$ cat config.mk
export PLATFORM = sky130hd
export DESIGN_NAME = dcache_sram_ctrl
export DESIGN_NICKNAME = d
export VERILOG_FILES = /design/src/rtl/dcache_sram_ctrl.sv
export SDC_FILE = /design/constraint.sdc
export NUM_CORES = 1
export LEC_CHECK = 0
export ABC_CLOCK_PERIOD_IN_PS = 6100
export CELL_PAD_IN_SITES_DETAIL_PLACEMENT = 0
export CELL_PAD_IN_SITES_GLOBAL_PLACEMENT = 1
export CORE_ASPECT_RATIO = 0.9
export CORE_MARGIN = 1
export CORE_UTILIZATION = 35
export CTS_CLUSTER_DIAMETER = 200
export DETAILED_ROUTE_END_ITERATION = 6
export PLACE_DENSITY_LB_ADDON = 0.1
export SLEW_MARGIN = 20
export SYNTH_ARGS = -nofsm -noshare
export SYNTH_HDL_FRONTEND = slang
export SYNTH_SLANG_ARGS = --single-unit
$ cat constraint.sdc
create_clock -name clk -period 6.1 [get_ports clk]
set_input_delay 1.525 -clock clk [delete_from_list [all_inputs] [get_ports clk]]
set_output_delay 1.525 -clock clk [all_outputs]
set_load 0.02 [all_outputs]
$ cat src/rtl/dcache_sram_ctrl.sv
// -----------------------------------------------------------------------------
// dcache_sram_ctrl
//
// Controller for one data-cache SRAM way (simple dual-port RAM with a
// 1-cycle read latency). After reset it sweeps the whole array with zeros.
// It then shares the RAM write port between line refills (LINE_WORDS-beat
// bursts, highest priority) and byte-enabled CPU stores. Reads that hit the
// word being written in the same cycle are forwarded, so the requester
// always sees the newest data.
//
// Ports
//   clk, rst_n            single clock, asynchronous active-low reset
//   init_done             high once the zero-fill sweep has finished
//   rf_req / rf_addr      refill request and line base (low bits ignored)
//   rf_gnt                refill owns the write port
//   rf_wvalid/rf_wdata    refill beat, accepted when rf_wready is high
//   rf_wready, rf_done    beat handshake, pulse on the last beat's write
//   st_valid/st_addr/st_data/st_be, st_ready   CPU store handshake
//   rd_req/rd_addr        read request; rd_valid/rd_data one cycle later
//   sram_wr_*             registered SRAM write port
//   sram_rd_addr/sram_rd_data   SRAM read port
// -----------------------------------------------------------------------------
module dcache_sram_ctrl #(
  parameter int ADDR_WIDTH = 9,
  parameter int DATA_WIDTH = 32,
  parameter int BE_WIDTH   = DATA_WIDTH / 8,
  parameter int LINE_WORDS = 8
) (
  input  logic                  clk,
  input  logic                  rst_n,
  output logic                  init_done,
  input  logic                  rf_req,
  input  logic [ADDR_WIDTH-1:0] rf_addr,
  output logic                  rf_gnt,
  input  logic                  rf_wvalid,
  input  logic [DATA_WIDTH-1:0] rf_wdata,
  output logic                  rf_wready,
  output logic                  rf_done,
  input  logic                  st_valid,
  input  logic [ADDR_WIDTH-1:0] st_addr,
  input  logic [DATA_WIDTH-1:0] st_data,
  input  logic [BE_WIDTH-1:0]   st_be,
  output logic                  st_ready,
  input  logic                  rd_req,
  input  logic [ADDR_WIDTH-1:0] rd_addr,
  output logic [DATA_WIDTH-1:0] rd_data,
  output logic                  rd_valid,
  output logic                  sram_wr_en,
  output logic [ADDR_WIDTH-1:0] sram_wr_addr,
  output logic [DATA_WIDTH-1:0] sram_wr_data,
  output logic [BE_WIDTH-1:0]   sram_wr_byte_en,
  output logic [ADDR_WIDTH-1:0] sram_rd_addr,
  input  logic [DATA_WIDTH-1:0] sram_rd_data
);

  localparam int CNT_W  = ADDR_WIDTH + 1;
  localparam int BEAT_W = (LINE_WORDS > 1) ? $clog2(LINE_WORDS) : 1;
  localparam logic [ADDR_WIDTH-1:0] LINE_MASK = ADDR_WIDTH'(LINE_WORDS - 1);
  localparam logic [BEAT_W-1:0]     LAST_BEAT = BEAT_W'(LINE_WORDS - 1);

  typedef enum logic [1:0] {
    ST_INIT,
    ST_IDLE,
    ST_REFILL
  } state_t;

  state_t                  state_reg, state_next;
  logic [CNT_W-1:0]        init_cnt_reg, init_cnt_next;
  logic [BEAT_W-1:0]       beat_cnt_reg, beat_cnt_next;
  logic [ADDR_WIDTH-1:0]   base_reg, base_next;
  logic                    init_done_reg, init_done_next;
  logic                    rf_done_reg, rf_done_next;
  logic                    wr_en_reg, wr_en_next;
  logic [ADDR_WIDTH-1:0]   wr_addr_reg, wr_addr_next;
  logic [DATA_WIDTH-1:0]   wr_data_reg, wr_data_next;
  logic [BE_WIDTH-1:0]     wr_be_reg, wr_be_next;

  logic                    rd_valid_reg;
  logic                    fwd_hit_reg;
  logic [DATA_WIDTH-1:0]   fwd_data_reg;
  logic [BE_WIDTH-1:0]     fwd_be_reg;

  // ---------------------------------------------------------------------------
  // State and write-port registers
  // ---------------------------------------------------------------------------
  always_ff @(posedge clk or negedge rst_n) begin
    if (!rst_n) begin
      state_reg     <= ST_INIT;
      init_cnt_reg  <= '0;
      beat_cnt_reg  <= '0;
      base_reg      <= '0;
      init_done_reg <= 1'b0;
      rf_done_reg   <= 1'b0;
      wr_en_reg     <= 1'b0;
      wr_addr_reg   <= '0;
      wr_data_reg   <= '0;
      wr_be_reg     <= '0;
    end else begin
      state_reg     <= state_next;
      init_cnt_reg  <= init_cnt_next;
      beat_cnt_reg  <= beat_cnt_next;
      base_reg      <= base_next;
      init_done_reg <= init_done_next;
      rf_done_reg   <= rf_done_next;
      wr_en_reg     <= wr_en_next;
      wr_addr_reg   <= wr_addr_next;
      wr_data_reg   <= wr_data_next;
      wr_be_reg     <= wr_be_next;
    end
  end

  // ---------------------------------------------------------------------------
  // Next-state and handshake logic
  // ---------------------------------------------------------------------------
  always_comb begin
    state_next     = state_reg;
    init_cnt_next  = init_cnt_reg;
    beat_cnt_next  = beat_cnt_reg;
    base_next      = base_reg;
    init_done_next = init_done_reg;
    rf_done_next   = 1'b0;
    wr_en_next     = 1'b0;
    wr_addr_next   = wr_addr_reg;
    wr_data_next   = wr_data_reg;
    wr_be_next     = wr_be_reg;
    st_ready       = 1'b0;
    rf_wready      = 1'b0;
    rf_gnt         = 1'b0;

    case (state_reg)
      ST_INIT: begin
        // The extra counter bit sets only after the last address was issued.
        if (init_cnt_reg[ADDR_WIDTH]) begin
          state_next     = ST_IDLE;
          init_done_next = 1'b1;
        end else begin
          wr_en_next    = 1'b1;
          wr_addr_next  = init_cnt_reg[ADDR_WIDTH-1:0];
          wr_data_next  = '0;
          wr_be_next    = '1;
          init_cnt_next = init_cnt_reg + CNT_W'(1);
        end
      end

      ST_IDLE: begin
        if (rf_req) begin
          state_next    = ST_REFILL;
          base_next     = rf_addr & ~LINE_MASK;
          beat_cnt_next = '0;
        end else begin
          st_ready = 1'b1;
          if (st_valid) begin
            wr_en_next   = 1'b1;
            wr_addr_next = st_addr;
            wr_data_next = st_data;
            wr_be_next   = st_be;
          end
        end
      end

      ST_REFILL: begin
        rf_gnt    = 1'b1;
        rf_wready = 1'b1;
        if (rf_wvalid) begin
          wr_en_next   = 1'b1;
          wr_addr_next = base_reg | ADDR_WIDTH'(beat_cnt_reg);
          wr_data_next = rf_wdata;
          wr_be_next   = '1;
          if (beat_cnt_reg == LAST_BEAT) begin
            // rf_done is registered, so it lands with the last beat's write
            // and the cycle in which rf_gnt has already dropped.
            rf_done_next  = 1'b1;
            beat_cnt_next = '0;
            state_next    = ST_IDLE;
          end else begin
            beat_cnt_next = beat_cnt_reg + BEAT_W'(1);
          end
        end
      end

      default: begin
        state_next = ST_INIT;
      end
    endcase
  end

  // ---------------------------------------------------------------------------
  // Read path with write forwarding. The SRAM returns the old word when a
  // read and a write to the same address share a cycle, so the write's
  // enabled bytes are captured and merged into the returned word.
  // ---------------------------------------------------------------------------
  always_ff @(posedge clk or negedge rst_n) begin
    if (!rst_n) begin
      rd_valid_reg <= 1'b0;
      fwd_hit_reg  <= 1'b0;
      fwd_data_reg <= '0;
      fwd_be_reg   <= '0;
    end else begin
      rd_valid_reg <= rd_req && (state_reg != ST_INIT);
      fwd_hit_reg  <= rd_req && wr_en_reg && (rd_addr == wr_addr_reg);
      fwd_data_reg <= wr_data_reg;
      fwd_be_reg   <= wr_be_reg;
    end
  end

  generate
    for (genvar gi = 0; gi < BE_WIDTH; gi++) begin : g_rd_merge
      assign rd_data[gi*8 +: 8] = (fwd_hit_reg && fwd_be_reg[gi]) ?
                                  fwd_data_reg[gi*8 +: 8] :
                                  sram_rd_data[gi*8 +: 8];
    end
  endgenerate

  assign sram_rd_addr    = rd_addr;
  assign rd_valid        = rd_valid_reg;
  assign init_done       = init_done_reg;
  assign rf_done         = rf_done_reg;
  assign sram_wr_en      = wr_en_reg;
  assign sram_wr_addr    = wr_addr_reg;
  assign sram_wr_data    = wr_data_reg;
  assign sram_wr_byte_en = wr_be_reg;

endmodule

==> results.cfg <==
[cells_and_area]
final_util = 0.550
syn_to_final_growth_pct = 52.7
final_area_mm2 = 0.00773
final_net_count = 741
n_antenna_cell = 0
seq_area_mm2 = 0.00268
fill_cells = 1241
multiInputGateArea_mm2 = 0.00218
drive_above_1_share = 0.188

[power]
ir_worst_vdd_v = 0.000327
power_density_mw_per_mm2 = 461
leakagePower_nw = 3.26
finalPower_w = 0.00357

[timing]
finalHoldViolCount = 0
drv_slew = 0
fmax_ghz = 0.229
fin_setup_tns_ns = 0
rsz0062_at_grt = no
finClkSkew_ns = 0.00590
fin_ws_ns = 1.73
worst_pin_slew_ns = 1.05
setup_viol = 0
slew_headroom = 0.300
min_period_ns = 4.37
finalCritPeriodShare = 0.716

[synthesis]
synth_xor_area_frac = 0.0294
yosys-top-cells-area = dfrtp_1 (53%), mux2_2 (16%), a22oi_1 (6.1%)
synthSimpleGateAreaFrac = 0.0957
synth_compound_area_frac = 0.0801
synthMuxAreaShare = 0.205
synth-edff-count = 0
syn_avg_cell_area_um2 = 12.9
synth-main-ff-cell = dfrtp_1
synthArstFlopShare = 1.00
synthesis.nets = 534
ys_ff_latch = 107
synth_top_area_frac = 0.529
post-synth-top-area-cell = dfrtp_1
synthTopCellsByCount = dfrtp_1 (107), mux2_2 (73), a22oi_1 (41), nor2b_1 (35)
ys_types = 38
synth.yosys.seq_area_share = 0.529
synthesis.area_mm2 = 0.00506
synth_top_family_by_area = multiplexers
ys_warn_count = 0
synth.most_common_cell = dfrtp_1
synth_fa_ha_area_frac = 0.0198
synth_cells = 393

[flow_run]
max_cap_viol_count = 0

[die]
ios = 226
fp.dieH_um = 116
die_x_um = 129
dieArea_mm2 = 0.0149
std_cell_rows = 41
start_util = 0.360
core-area_mm2 = 0.0141

[drt]
num_vias = 3814
wirelength_um = 13600
avgRoutedWirePerCell_um = 17.1
drc_errors = 0
ant_nets = 0
initialDrtViolationCount = 143
vias_per_cell = 4.78
first_pass_iters = 4

[critical_path]
critical_path.startpoint = rf_req
crit_path_start_kind = input pin
crit_type = input pin to output pin
r2r_cells = 6
end_kind = output pin
r2r_slack_ns = 3.50
required_ns = 4.58
critPathCapture = st_ready
crit_fanout = 4
arrival_ns = 2.84
r2r_start = state_reg[0]
timing.rr.end = sram_wr_addr[6]

[cts]
cts_made_buffers = 9
post-cts-setup-buffer-count = 0
cts_tree = yes
cts-root-buf = clkbuf_16
h-tree-depth = 3
clock_sinks = 107
clockBufferDepth = 2
hold_buffers = 0
cts.repair.resized = 0
clock_latency_ns = 0.35
clkTransAtPathRegs_ns = 0.07

[grt]
grt_pass1_wl_um = 20900
top_usage_layer = met2
grt_start_max_net_pins = 75
overflow = 0
met3_usage = 0.0568
grt_antenna_before_repair = 0
track_usage = 0.187
met2_usage = 0.311
first_global_vias = 3716
grt_use_met1 = 0.239

[placement]
port_buffers = 222
hpwl_um = 9930
gp_congestion = 0.765
pre_cts_ws_ns = 1.74
postPlaceCellArea_mm2 = 0.00738

[min_path]
hold_start = sram_wr_data[2]
holdCritPathClass = flip-flop to flip-flop

[status]
status = completed
[where the power goes]
part | internal [W] | total (W) | switching, W | leakage [nW]
Clock | 0.000405 | 0.000673 | 0.000269 | 0.170
Sequential | 0.000968 | 0.00115 | 0.000178 | 1.39
Combinational | 0.000900 | 0.00175 | 0.000848 | 1.71
[cells by family (layout without fill, tap and decap cells)]
kind of cell,after synthesis,after routing
flip-flops,107,107
multiplexers,89,89
AND/OR/NAND/NOR,81,81
AO/OA/AOI/OAI,54,54
buffers and inverters,37,249
XOR/XNOR,17,17
adder cells (fa/ha/maj),8,8
[layout by cell type (no fill, tap or decap), types with 9 or more instances in the layout]
cell	netlist	routed
mux2_4	10	10
nor2b_1	35	35
a22oi_1	41	41
xnor2_1	14	14
mux2_2	73	73
clkbuf_16	0	9
dfrtp_1	107	107
a21oi_1	9	9
clkdlybuf4s50_1	0	221
nand2_1	9	9
nor2_1	10	10
[routing by layer]
| metal | wire [µm] | share of wire |
|---|---|---|
| met1 | 5940 | 0.44 |
| met2 | 6770 | 0.50 |
| met3 | 823 | 0.060 |
| met4 | 110 | 0.0081 |
| met5 | 0 | 0 |
[worst min path at each step]
stage | depth (start not counted) | slack [ns] | end
2_1_floorplan | 1 | 0.46 | init_cnt_reg[7]
3_3_place_gp | 0 | 0.38 | fwd_data_reg[1]
3_5_place_dp | 0 | 0.38 | fwd_data_reg[2]
4_1_cts | 0 | 0.40 | fwd_data_reg[10]
5_1_grt | 0 | 0.41 | fwd_be_reg[1]
6_report | 0 | 0.40 | fwd_data_reg[2]
[per-stage QoR]
stage	hold WS [ns]	instances
final	0.397	798
after global routing	0.409	798
after CTS	0.397	798
after floorplan	0.464	393
after detailed placement	0.381	782
after global placement	0.379	782
[layout make-up]
type	instances	share of cell area
clock inverter	7	0.0162
tap	193	0.0312
inverter	6	0.00291
multi-input combinational	249	0.282
sequential	107	0.346
timing repair buffer	227	0.292
clock buffer	9	0.0291
[worst max-delay path, cell delays in order]
cell	delay (ns)
clkdlybuf4s50_1	0.44
and2b_2	0.26
clkdlybuf4s50_1	0.61
(Power assumes the default switching activity.)
